**src/rtl/fifo_read_packer.sv**
```systemverilog
// fifo_read_packer: pops DSIZE-bit entries from the read side of a dual-clock
// FIFO and packs LANES of them into one wide word on a valid/ready master port.
// Lane 0 (first popped) lands in the least significant bits.
// Optional feature: define PACK_TIMEOUT_EN to flush a partially filled word
// after TO_CYCLES idle cycles; m_keep then marks which lanes hold data.
// Handshake: a word transfers at a rising edge where m_valid && m_ready; once
// m_valid is high, m_data/m_keep hold stable until that edge.
// Reset: rrst_n is synchronous and active-high despite its name.
module fifo_read_packer #(
   parameter int DSIZE     = 8,
   parameter int LANES     = 4,
   parameter int TO_CYCLES = 16
) (
   input  logic                   rclk,
   input  logic                   rrst_n,
   input  logic                   rempty,
   input  logic [DSIZE-1:0]       rdata,
   output logic                   r_valid,
   output logic                   m_valid,
   input  logic                   m_ready,
   output logic [DSIZE*LANES-1:0] m_data,
   output logic [LANES-1:0]       m_keep,
   output logic                   dbg_state_o
);

   localparam int CW = $clog2(LANES + 1);
   localparam int W  = DSIZE * LANES;

   typedef enum logic {S_FILL = 1'b0, S_OUT = 1'b1} state_t;

   state_t           state_q, state_d;
   logic [CW-1:0]    icnt_q, icnt_d;   // pops issued for the current word
   logic [CW-1:0]    ccnt_q, ccnt_d;   // beats captured; also the next lane index
   logic             cap_q;            // a pop last cycle -> rdata is valid now
   logic [W-1:0]     lane_q, lane_d;   // lanes assembled so far, unused lanes zero
   logic [W-1:0]     m_data_q, m_data_d;
   logic [LANES-1:0] m_keep_q, m_keep_d;
   logic             pop;

`ifdef PACK_TIMEOUT_EN
   localparam int IW = $clog2(TO_CYCLES + 1);
   logic [IW-1:0]    idle_q, idle_d;
`else
   logic [31:0]      to_cycles_unused;
   assign to_cycles_unused = 32'(TO_CYCLES);
`endif

   // Pop request: only while filling, never while in reset, at most LANES per word.
   assign pop         = !rrst_n && (state_q == S_FILL) && !rempty && (icnt_q < CW'(LANES));
   assign r_valid     = pop;
   assign m_valid     = (state_q == S_OUT);
   assign m_data      = m_data_q;
   assign m_keep      = m_keep_q;
   assign dbg_state_o = state_q;

   // Next-state: lane capture, word completion, optional idle flush, output handshake.
   always_comb begin
      state_d  = state_q;
      icnt_d   = icnt_q;
      ccnt_d   = ccnt_q;
      lane_d   = lane_q;
      m_data_d = m_data_q;
      m_keep_d = m_keep_q;
`ifdef PACK_TIMEOUT_EN
      idle_d   = '0;
`endif
      if (pop) icnt_d = icnt_q + CW'(1);
      case (state_q)
         S_FILL: begin
            if (cap_q) begin
               for (int k = 0; k < LANES; k++) begin
                  if (ccnt_q == CW'(k)) lane_d[k*DSIZE +: DSIZE] = rdata;
               end
               ccnt_d = ccnt_q + CW'(1);
               if (ccnt_q == CW'(LANES - 1)) begin
                  m_data_d = lane_d;
                  m_keep_d = '1;
                  state_d  = S_OUT;
               end
            end
`ifdef PACK_TIMEOUT_EN
            // Idle means a partial word with nothing in flight and no new pop.
            else if ((ccnt_q != '0) && (icnt_q == ccnt_q) && !pop) begin
               idle_d = idle_q + IW'(1);
               if (idle_d == IW'(TO_CYCLES)) begin
                  m_data_d = lane_q;
                  for (int k = 0; k < LANES; k++) m_keep_d[k] = (CW'(k) < ccnt_q);
                  state_d  = S_OUT;
                  idle_d   = '0;
               end
            end
`endif
         end
         S_OUT: begin
            if (m_ready) begin
               state_d = S_FILL;
               icnt_d  = '0;
               ccnt_d  = '0;
               lane_d  = '0;
            end
         end
         default: state_d = S_FILL;
      endcase
   end

   // State register with synchronous active-high reset; reset drops any partial word.
   always_ff @(posedge rclk) begin
      if (rrst_n) begin
         state_q  <= S_FILL;
         icnt_q   <= '0;
         ccnt_q   <= '0;
         cap_q    <= 1'b0;
         lane_q   <= '0;
         m_data_q <= '0;
         m_keep_q <= '0;
`ifdef PACK_TIMEOUT_EN
         idle_q   <= '0;
`endif
      end else begin
         state_q  <= state_d;
         icnt_q   <= icnt_d;
         ccnt_q   <= ccnt_d;
         cap_q    <= pop;
         lane_q   <= lane_d;
         m_data_q <= m_data_d;
         m_keep_q <= m_keep_d;
`ifdef PACK_TIMEOUT_EN
         idle_q   <= idle_d;
`endif
      end
   end

endmodule
```
**config.mk**
```make
export PLATFORM = sky130hd
export DESIGN_NAME = fifo_read_packer
export DESIGN_NICKNAME = d
export VERILOG_FILES = /design/src/rtl/fifo_read_packer.sv
export SDC_FILE = /design/constraint.sdc
export NUM_CORES = 1
export LEC_CHECK = 0
export ABC_AREA = 1
export BUFFER_PORTS_ARGS = -buffer_cell sky130_fd_sc_hd__buf_2
export CORE_MARGIN = 2
export CORE_UTILIZATION = 35
export DETAILED_ROUTE_END_ITERATION = 10
export GPL_TIMING_DRIVEN = 0
export HOLD_SLACK_MARGIN = 0.02
export PLACE_DENSITY = 0.54
export SLEW_MARGIN = 20
export SYNTH_ARGS = -nofsm -noshare
export SYNTH_HDL_FRONTEND = slang
export SYNTH_SLANG_ARGS = --single-unit
```
**constraint.sdc**
```tcl
create_clock -name rclk -period 3.6 [get_ports rclk]
set_input_delay 0.72 -clock rclk [delete_from_list [all_inputs] [get_ports rclk]]
set_output_delay 0.72 -clock rclk [all_outputs]
set_load 0.05 [all_outputs]
```
==> flow_metrics.py, run 1 <==
metrics = {
    "yosys": {
        "synthAdderAreaFrac_pct": 2.61,
        "yosysSeqAreaShare_pct": 45.3,
        "syn-cell-area_um2": 2870,
        "netlist_instances": 396,
        "synth_compound_area_share_pct": 13.7,
        "synth_area_leaders": "dfxtp_1 (45%), nand3_1 (13%), a21oi_1 (8.9%)",
        "ys_warn_count": 0,
        "ys.flop_type": "dfxtp_1",
        "syn_nets": 414,
        "synth.mux.area_fraction_pct": 0,
        "synth-simple-area-share_pct": 27.8,
        "synth_area_per_cell_um2": 7.25,
        "yosys.area.top_type": "dfxtp_1",
        "synth_top_area_share_pct": 45.3,
        "yosysUniqueCellTypes": 22,
        "synth-seq-cells": 65,
        "async_flop_share_pct": 0,
        "synth_top_family_by_area": "simple AND/OR/NAND/NOR gates",
        "synth_edf_count": 0,
        "synthXorXnorAreaFrac_pct": 0,
    },
    "worst_setup_path": {
        "worstPathArrival_ns": 1.73,
        "required_ns": 2.88,
        "endpoint_kind": "primary output",
        "critPathKind": "reg -> out",
        "r2r_setup_slack_ns": 1.37,
        "worstRegToRegCells": 8,
        "cp_max_fo": 10,
        "worst_setup_path_start_kind": "flop",
    },
    "sta": {
        "slew_headroom_pct": 63.8,
        "slew_violations": 0,
        "timing.fmax_mhz": 408,
        "period_minus_slack_ns": 2.45,
        "clock_skew_ns": 0.00864,
        "worst_pin_slew_ns": 0.544,
        "finalSetupViolations": 0,
        "rsz0062_at_grt": "no",
        "hold_viol": 0,
        "fin_crit_sh_pct": 68.1,
        "fin_setup_tns_ns": 0,
    },
    "clock_tree": {
        "clkSinkCount": 65,
        "ctsResizeCount": 0,
        "tritoncts": "yes",
        "ctsHoldBuffers": 0,
        "clockBufferDepth": 2,
        "clk_latency_ns": 0.35,
        "cts_max_level": 3,
        "cts_root_buf": "clkbuf_8",
        "postCtsSetupRepairBufs": 0,
        "numCtsBuffers": 9,
        "clk_pin_slew_ns": 0.07,
    },
    "power_and_ir_drop": {
        "power_switching_share_pct": 26.4,
        "finalPower_w": 0.00140,
        "p_comb_share_pct": 9.1,
        "ir_worst_vdd_mv": 0.198,
        "power_switching_w": 0.000369,
        "clkPwrFrac_pct": 38.0,
        "sequentialPowerShare_pct": 52.9,
        "p_int_w": 0.00103,
        "p_leak_nw": 1.54,
        "p_per_area_nw_per_um2": 410,
    },
    "grt": {
        "met2_usage_pct": 29.8,
        "busiest_layer": "met2",
        "grt_antenna_before_repair": 0,
        "globalRouteMet3Util_pct": 5.03,
        "grt_pass1_wl_mm": 12.9,
        "first_global_vias": 2559,
        "grt_util_all_layers_pct": 18.8,
        "grt_remaining_overflow": 0,
        "grt.met1_usage_pct": 24.7,
        "grt_max_degree": 11,
    },
    "flow_run": {
        "maxCapViolations": 0,
    },
    "finish": {
        "fillers": 868,
        "fin_area_um2": 3410,
        "diodes": 0,
        "layout.nets": 475,
        "fin_cells": 566,
        "syn_to_final_growth_pct": 18.9,
        "utilization_pct": 42.2,
        "drive_gt1_share_pct": 19.5,
    },
    "detailed_routing": {
        "dr.pass1.iters": 4,
        "vias": 2727,
        "route.detailed.drc": 0,
        "drt_wl_total_mm": 7.84,
        "vias_per_cell": 4.82,
        "drt.antenna.violating_nets": 0,
        "routedWlPerCell_um": 13.8,
        "drtIter0Drc": 160,
    },
    "place": {
        "placedCellCount": 551,
        "place_congestion": 0.784,
        "io_buffer_count": 50,
        "dp_hpwl_mm": 5.47,
        "dpl-instance-area_um2": 3250,
    },
    "floorplanning": {
        "coreArea_um2": 8090,
        "die_y_um": 94.6,
        "rows": 33,
        "die_area_um2": 8940,
        "pin_count": 51,
        "initial_core_util_pct": 35.5,
        "fp.dieW_um": 94.6,
    },
    "run_status": {
        "status": "finished, final reports clean",
    },
    "hold_path": {
        "hold_depth": 1,
        "hold_path_class": "reg -> reg",
    },
}
cell usage after synthesis, types with 4 or more instances:
cell      number
nand2_1       35
inv_2          4
nand3_1       72
ha_1           6
clkbuf_1       8
nor2_1        44
inv_1         39
dfxtp_1       65
buf_2         12
nor3_1        16
buf_4          6
a21oi_1       51
o21ai_0       22
logic make-up (layout without fill, tap and decap cells):
group,after synthesis,after routing
buf+inv,71,136
fa+ha+maj,6,6
flops,65,65
simple gates,176,176
compound gates,78,78
layer usage:
metal	part of all wire [%]	vias to the layer above
met5	0	-
met4	1.9	0
met3	3.4	14
met2	46	46
met1	49	1224
li1	-	1443
area by class of cell:
cell class | count | area [um^2] | area share (%)
well taps | 105 | 131 | 3.85
flip-flops and latches | 65 | 1300 | 38.1
repair buffers | 50 | 250 | 7.33
inverters | 43 | 161 | 4.73
clock inverters | 4 | 20.0 | 0.586
multi-input cells | 260 | 1270 | 37.1
clock buffers | 11 | 141 | 4.14
plain buffers | 28 | 143 | 4.18
power groups by stage:
stage,clock [W],combinational (W),sequential [W]
after floorplan,0,0.0000858,0.000760
after global placement,0,0.000126,0.000757
after detailed placement,0,0.000128,0.000758
after CTS,0.000549,0.000128,0.000741
after global routing,0.000583,0.000145,0.000743
final,0.000532,0.000127,0.000742
path summary, 6_finish.rpt:
kind / from / end
max: dbg_state_o / r_valid
min: icnt_q[2] / cap_q
max reg2reg: ccnt_q[2] / m_data[0]
min reg2reg: icnt_q[2] / cap_q
worst max-delay path, stage by stage (launching register included):
cell,delay (ns)
dfxtp_1,0.42
clkbuf_1,0.28
nor4_1,0.37
buf_2,0.32
stage by stage:
step | hold WS [ns] | setup slack [ns]
floorplan | 0.421 | 0.486
global placement | 0.436 | 1.24
detailed placement | 0.445 | 1.21
CTS | 0.460 | 1.14
global route | 0.477 | 1.05
finish | 0.457 | 1.15
flip-flops by register name, summed over array words and instances, names as in the netlist:
| name | count |
|---|---|
| m_keep | 1 |
| lane_q | 24 |
| cap_q | 1 |
| ccnt_q | 3 |
| m_data | 32 |
| icnt_q | 3 |
| dbg_state_o | 1 |
cell usage in the layout, fill, tap and decap left out:
cell type	netlist	layout
a21oi_1	51	51
a31oi_1	2	2
buf_1	2	2
buf_2	12	62
buf_4	6	6
clkbuf_1	8	9
clkbuf_8	0	10
clkinv_2	0	4
dfxtp_1	65	65
ha_1	6	6
inv_1	39	39
inv_2	4	4
nand2_1	35	35
nand2_2	1	1
nand3_1	72	72
nand4_1	3	3
nor2_1	44	44
nor2_2	1	1
nor2_4	1	1
nor3_1	16	16
nor4_1	2	2
o21ai_0	22	22
o21ai_1	3	3
or2_2	1	1
Power figures use the tool's default switching activity.
==> run 2, diff against run 1 <==
--- a/config.mk
+++ b/config.mk
@@ -12,7 +12,7 @@
 export DETAILED_ROUTE_END_ITERATION = 10
 export GPL_TIMING_DRIVEN = 0
 export HOLD_SLACK_MARGIN = 0.02
-export PLACE_DENSITY = 0.54
+export PLACE_DENSITY = 0.56
 export SLEW_MARGIN = 20
 export SYNTH_ARGS = -nofsm -noshare
 export SYNTH_HDL_FRONTEND = slang
==> constraint.sdc (replaced) <==
create_clock -name rclk -period 2.15 [get_ports rclk]
set_input_delay 0.43 -clock rclk [delete_from_list [all_inputs] [get_ports rclk]]
set_output_delay 0.43 -clock rclk [all_outputs]
set_load 0.05 [all_outputs]
==> flow_metrics.py, run 2 (synthesized netlist as in run 1, its figures left out) <==
metrics = {
    "run_status": {
        "status": "finished, final reports clean",
    },
    "place": {
        "dpl-instance-area_um2": 3270,
        "dp_hpwl_mm": 5.47,
        "io_buffer_count": 50,
        "place_congestion": 0.824,
    },
    "floorplanning": {
        "initial_core_util_pct": 35.5,
        "fp.dieW_um": 94.6,
        "die_y_um": 94.6,
        "die_area_um2": 8940,
        "coreArea_um2": 8090,
        "rows": 33,
        "pin_count": 51,
    },
    "worst_setup_path": {
        "path_buf_inv": 2,
        "rr_startpoint": "ccnt_q[2]",
        "critPathKind": "reg -> out",
        "worst_path_dominant_cell_family": "buffers and inverters",
        "slowest_delay_ns": 0.43,
        "worst_setup_path_start_kind": "flop",
        "r2r_end": "m_data[3]",
        "worstPathArrival_ns": 1.59,
        "worstPathCellList": "buf_2 > nor4_4 > clkbuf_4",
        "cp_slowest_cell": "dfxtp_1",
        "r2r_setup_slack_ns": 0.34,
        "endpoint_kind": "primary output",
        "worstRegToRegCells": 7,
        "required_ns": 1.72,
        "cp_max_fo": 10,
    },
    "power_and_ir_drop": {
        "clkPwrFrac_pct": 41.5,
        "ir_worst_vdd_mv": 0.239,
        "p_comb_share_pct": 8.7,
        "power_switching_w": 0.000634,
        "p_int_w": 0.00186,
        "power_switching_share_pct": 25.5,
        "p_per_area_nw_per_um2": 719,
        "finalPower_w": 0.00249,
        "p_leak_nw": 1.55,
        "sequentialPowerShare_pct": 49.8,
    },
    "clock_tree": {
        "cts_max_level": 3,
        "clockBufferDepth": 2,
        "clk_latency_ns": 0.34,
        "clk_pin_slew_ns": 0.07,
        "cts_root_buf": "clkbuf_8",
        "tritoncts": "yes",
        "numCtsBuffers": 9,
        "clkSinkCount": 65,
    },
    "detailed_routing": {
        "drt.antenna.violating_nets": 0,
        "route.detailed.drc": 0,
        "routedWlPerCell_um": 13.6,
        "dr.pass1.iters": 4,
        "vias": 2782,
        "vias_per_cell": 4.92,
        "drtIter0Drc": 158,
        "drt_wl_total_mm": 7.69,
    },
    "sta": {
        "fin_hold_ws_ns": 0.322,
        "period_minus_slack_ns": 2.02,
        "fin_crit_sh_pct": 93.8,
        "slew_violations": 0,
        "finalSetupViolations": 0,
        "fin_setup_tns_ns": 0,
        "hold_viol": 0,
        "timing.fmax_mhz": 496,
        "clock_skew_ns": 0.0102,
        "rsz0062_at_grt": "no",
        "slew_headroom_pct": 60.1,
        "worst_pin_slew_ns": 0.598,
    },
    "finish": {
        "fin_area_um2": 3460,
        "largest_register_ffs": 32,
        "final_cell_mix": "nand3_1 (72), dfxtp_1 (65), buf_2 (62)",
        "layout.nets": 474,
        "syn_to_final_growth_pct": 20.7,
        "mostFrequentLayoutCell": "nand3_1",
        "drive_gt1_share_pct": 20.2,
        "fillers": 855,
        "diodes": 0,
    },
    "grt": {
        "first_global_vias": 2713,
        "grt_antenna_before_repair": 0,
        "grt_max_degree": 20,
        "grt_util_all_layers_pct": 18.7,
        "grt_remaining_overflow": 0,
        "grt_pass1_wl_mm": 13.0,
    },
    "hold_path": {
        "min_from": "rempty",
        "hold_depth": 2,
        "min_to": "cap_q",
        "hold_path_class": "in -> reg",
    },
    "flow_run": {
        "maxCapViolations": 0,
    },
}
## run 2: how the worst max path moves through the flow
stage | start | end | slack, ns | depth (start not counted)
final | dbg_state_o | r_valid | 0.13 | 3
after global routing | dbg_state_o | r_valid | 0.03 | 3
after CTS | dbg_state_o | r_valid | 0.06 | 3
after detailed placement | ccnt_q[2] | m_data[3] | -0.02 | 8
after global placement | ccnt_q[2] | m_data[22] | 0.005 | 8
after floorplan | dbg_state_o | r_valid | 0.18 | 2
## run 2: per-layer routing
layer | vias to the layer above | GRT usage, % | wire length [um]
met5 | - | 0 | 0
met4 | 0 | 7.97 | 130
met3 | 10 | 3.59 | 473
met2 | 63 | 31.2 | 3590
met1 | 1276 | 23.7 | 3500
li1 | 1433 | - | -
## run 2: per-stage QoR
stage                     util, %  std cells  setup slack, ns
after floorplan                 -        396            0.178
after global placement       40.4        551          0.00475
after detailed placement     40.4        551          -0.0191
after CTS                    42.8        566           0.0632
after global routing         42.8        566           0.0347
final                        42.8        566            0.133
## run 2: area by class of cell
type                    instances  area, um^2  share of cell area (%)
clock inverters                 5        55.1                    1.59
inverters                      43         161                    4.66
well taps                     105         131                    3.79
repair buffers                 50         253                    7.30
flip-flops and latches         65        1300                    37.6
multi-input cells             260        1280                    37.0
clock buffers                  11         141                    4.08
plain buffers                  27         140                    4.04
## run 2: what timing repair did
item,in CTS,in global routing
endpoints found under the setup margin,13,1
hold buffers,0,0
gates resized for setup,1,2
setup buffers,0,0
pin swaps,0,0
## run 2: power by group through the flow
stage | registers (W) | logic, W | clock network (W)
finish | 0.00124 | 0.000216 | 0.00103
global placement | 0.00127 | 0.000212 | 0
CTS | 0.00124 | 0.000216 | 0.00106
global route | 0.00124 | 0.000245 | 0.00112
detailed placement | 0.00127 | 0.000215 | 0
floorplan | 0.00127 | 0.000145 | 0
==> run 3, diff against run 2 <==
--- a/config.mk
+++ b/config.mk
@@ -13,6 +13,7 @@
 export GPL_TIMING_DRIVEN = 0
 export HOLD_SLACK_MARGIN = 0.02
 export PLACE_DENSITY = 0.56
+export REMOVE_ABC_BUFFERS = 1
 export SLEW_MARGIN = 20
 export SYNTH_ARGS = -nofsm -noshare
 export SYNTH_HDL_FRONTEND = slang
==> flow_metrics.py, run 3 (synthesized netlist as in run 1, its figures left out) <==
metrics = {
    "finish": {
        "diodes": 0,
        "final_cell_mix": "nand3_1 (72), dfxtp_1 (64), a21oi_1 (51)",
        "fin_cells": 541,
        "fin_area_um2": 3320,
        "fillers": 880,
        "largest_register_ffs": 32,
        "mostFrequentLayoutCell": "nand3_1",
        "drive_gt1_share_pct": 18.1,
        "layout.nets": 449,
        "syn_to_final_growth_pct": 15.7,
    },
    "worst_setup_path": {
        "endpoint_kind": "primary output",
        "critPathKind": "reg -> out",
        "r2r_setup_slack_ns": 0.32,
        "worstPathArrival_ns": 1.43,
        "required_ns": 1.72,
        "worst_setup_path_start_kind": "flop",
        "cp-startpoint": "dbg_state_o",
        "rr_startpoint": "ccnt_q[2]",
        "cp_max_fo": 19,
    },
    "power_and_ir_drop": {
        "power_switching_share_pct": 27.0,
        "p_per_area_nw_per_um2": 714,
        "p_int_w": 0.00173,
        "ir_worst_vdd_mv": 0.268,
        "clkPwrFrac_pct": 38.8,
        "sequentialPowerShare_pct": 52.3,
        "p_leak_nw": 1.48,
        "finalPower_w": 0.00237,
        "power_switching_w": 0.000642,
        "p_comb_share_pct": 8.9,
    },
    "place": {
        "dpl-instance-area_um2": 3120,
        "io_buffer_count": 50,
        "placedCellCount": 523,
        "place_congestion": 0.736,
        "place_ws_ns": -0.488,
        "dp_hpwl_mm": 4.57,
    },
    "detailed_routing": {
        "drt_wl_total_mm": 7.94,
        "routedWlPerCell_um": 14.7,
        "vias": 2735,
        "drt.antenna.violating_nets": 0,
        "wl_met2_mm": 3.80,
        "wl_met1_mm": 3.59,
        "vias_per_cell": 5.06,
        "route.met3.wl_um": 510,
        "route.detailed.drc": 0,
        "dr.pass1.iters": 4,
        "drtIter0Drc": 177,
        "top_layer": "met4",
    },
    "floorplanning": {
        "fp.dieW_um": 94.6,
        "die_area_um2": 8940,
        "pin_count": 51,
        "coreArea_um2": 8090,
        "die_y_um": 94.6,
        "initial_core_util_pct": 35.5,
        "rows": 33,
    },
    "sta": {
        "fin_setup_tns_ns": 0,
        "hold_viol": 0,
        "rsz0062_at_grt": "no",
        "fin_crit_sh_pct": 86.5,
        "slew_headroom_pct": 42.9,
        "period_minus_slack_ns": 1.86,
        "clock_skew_ns": 0.00522,
        "timing.fmax_mhz": 538,
        "slew_violations": 0,
        "finalSetupViolations": 0,
        "worst_slack_ns": 0.290,
        "worst_pin_slew_ns": 0.856,
    },
    "clock_tree": {
        "clk_pin_slew_ns": 0.07,
        "postCtsSetupRepairBufs": 0,
        "tritoncts": "yes",
        "clkSinkCount": 65,
        "numCtsBuffers": 9,
        "ctsHoldBuffers": 0,
        "clk_latency_ns": 0.34,
        "cts_max_level": 3,
        "cts_root_buf": "clkbuf_8",
        "clockBufferDepth": 2,
    },
    "flow_run": {
        "maxCapViolations": 0,
    },
    "hold_path": {
        "hold_path_class": "in -> reg",
        "min_from": "rempty",
    },
    "run_status": {
        "status": "finished, final reports clean",
    },
    "grt": {
        "grt_util_all_layers_pct": 18.1,
        "grt_pass1_wl_mm": 12.5,
        "grt_max_degree": 42,
        "grt_antenna_before_repair": 0,
        "first_global_vias": 2616,
        "grt_remaining_overflow": 0,
    },
}
run 3: cell type report:
class | instances | area, um^2 | area share, %
clock inverters | 5 | 31.3 | 0.942
multi-input cells | 262 | 1300 | 39.2
well taps | 105 | 131 | 3.95
inverters | 43 | 164 | 4.93
clock buffers | 11 | 141 | 4.26
repair buffers | 50 | 250 | 7.53
flip-flops and latches | 65 | 1300 | 39.2
run 3: worst max-delay path: stages (launching register included):
cell and delay (ns):
dfxtp_2 0.48, nor4_1 0.30, buf_2 0.31
run 3: power groups by stage:
stage                     clock, W  combinational, W  sequential, W
final                     0.000921          0.000211        0.00124
after global routing       0.00100          0.000234        0.00124
after CTS                 0.000949          0.000206        0.00124
after detailed placement         0          0.000204        0.00127
after global placement           0          0.000199        0.00127
after floorplan                  0          0.000127        0.00127
run 3: repair_timing:
item / 4_1_cts / 5_1_grt
pin swaps: 1 / 0
setup endpoints to repair: 31 / 45
gates resized for setup: 4 / 3
gates cloned: 0 / 2
run 3: final timing paths:
path | endpoint | cells past startpoint
setup / recovery | r_valid | 2
hold / removal | cap_q | 2
setup reg to reg | m_data[14] | 6
hold reg to reg | cap_q | 1
run 3: routing by layer:
layer	track usage [%]	up-vias
li1	-	1390
met1	22.4	1262
met2	30.7	79
met3	4.47	4
met4	6.16	0
met5	0	-
run 3: through the flow:
stage          hold slack, ns  utilization (%)
2_1_floorplan           0.418                -
3_3_place_gp            0.435             38.4
3_5_place_dp            0.442             38.5
4_1_cts                 0.266             40.8
5_1_grt                 0.266             41.0
6_report                0.281             41.0
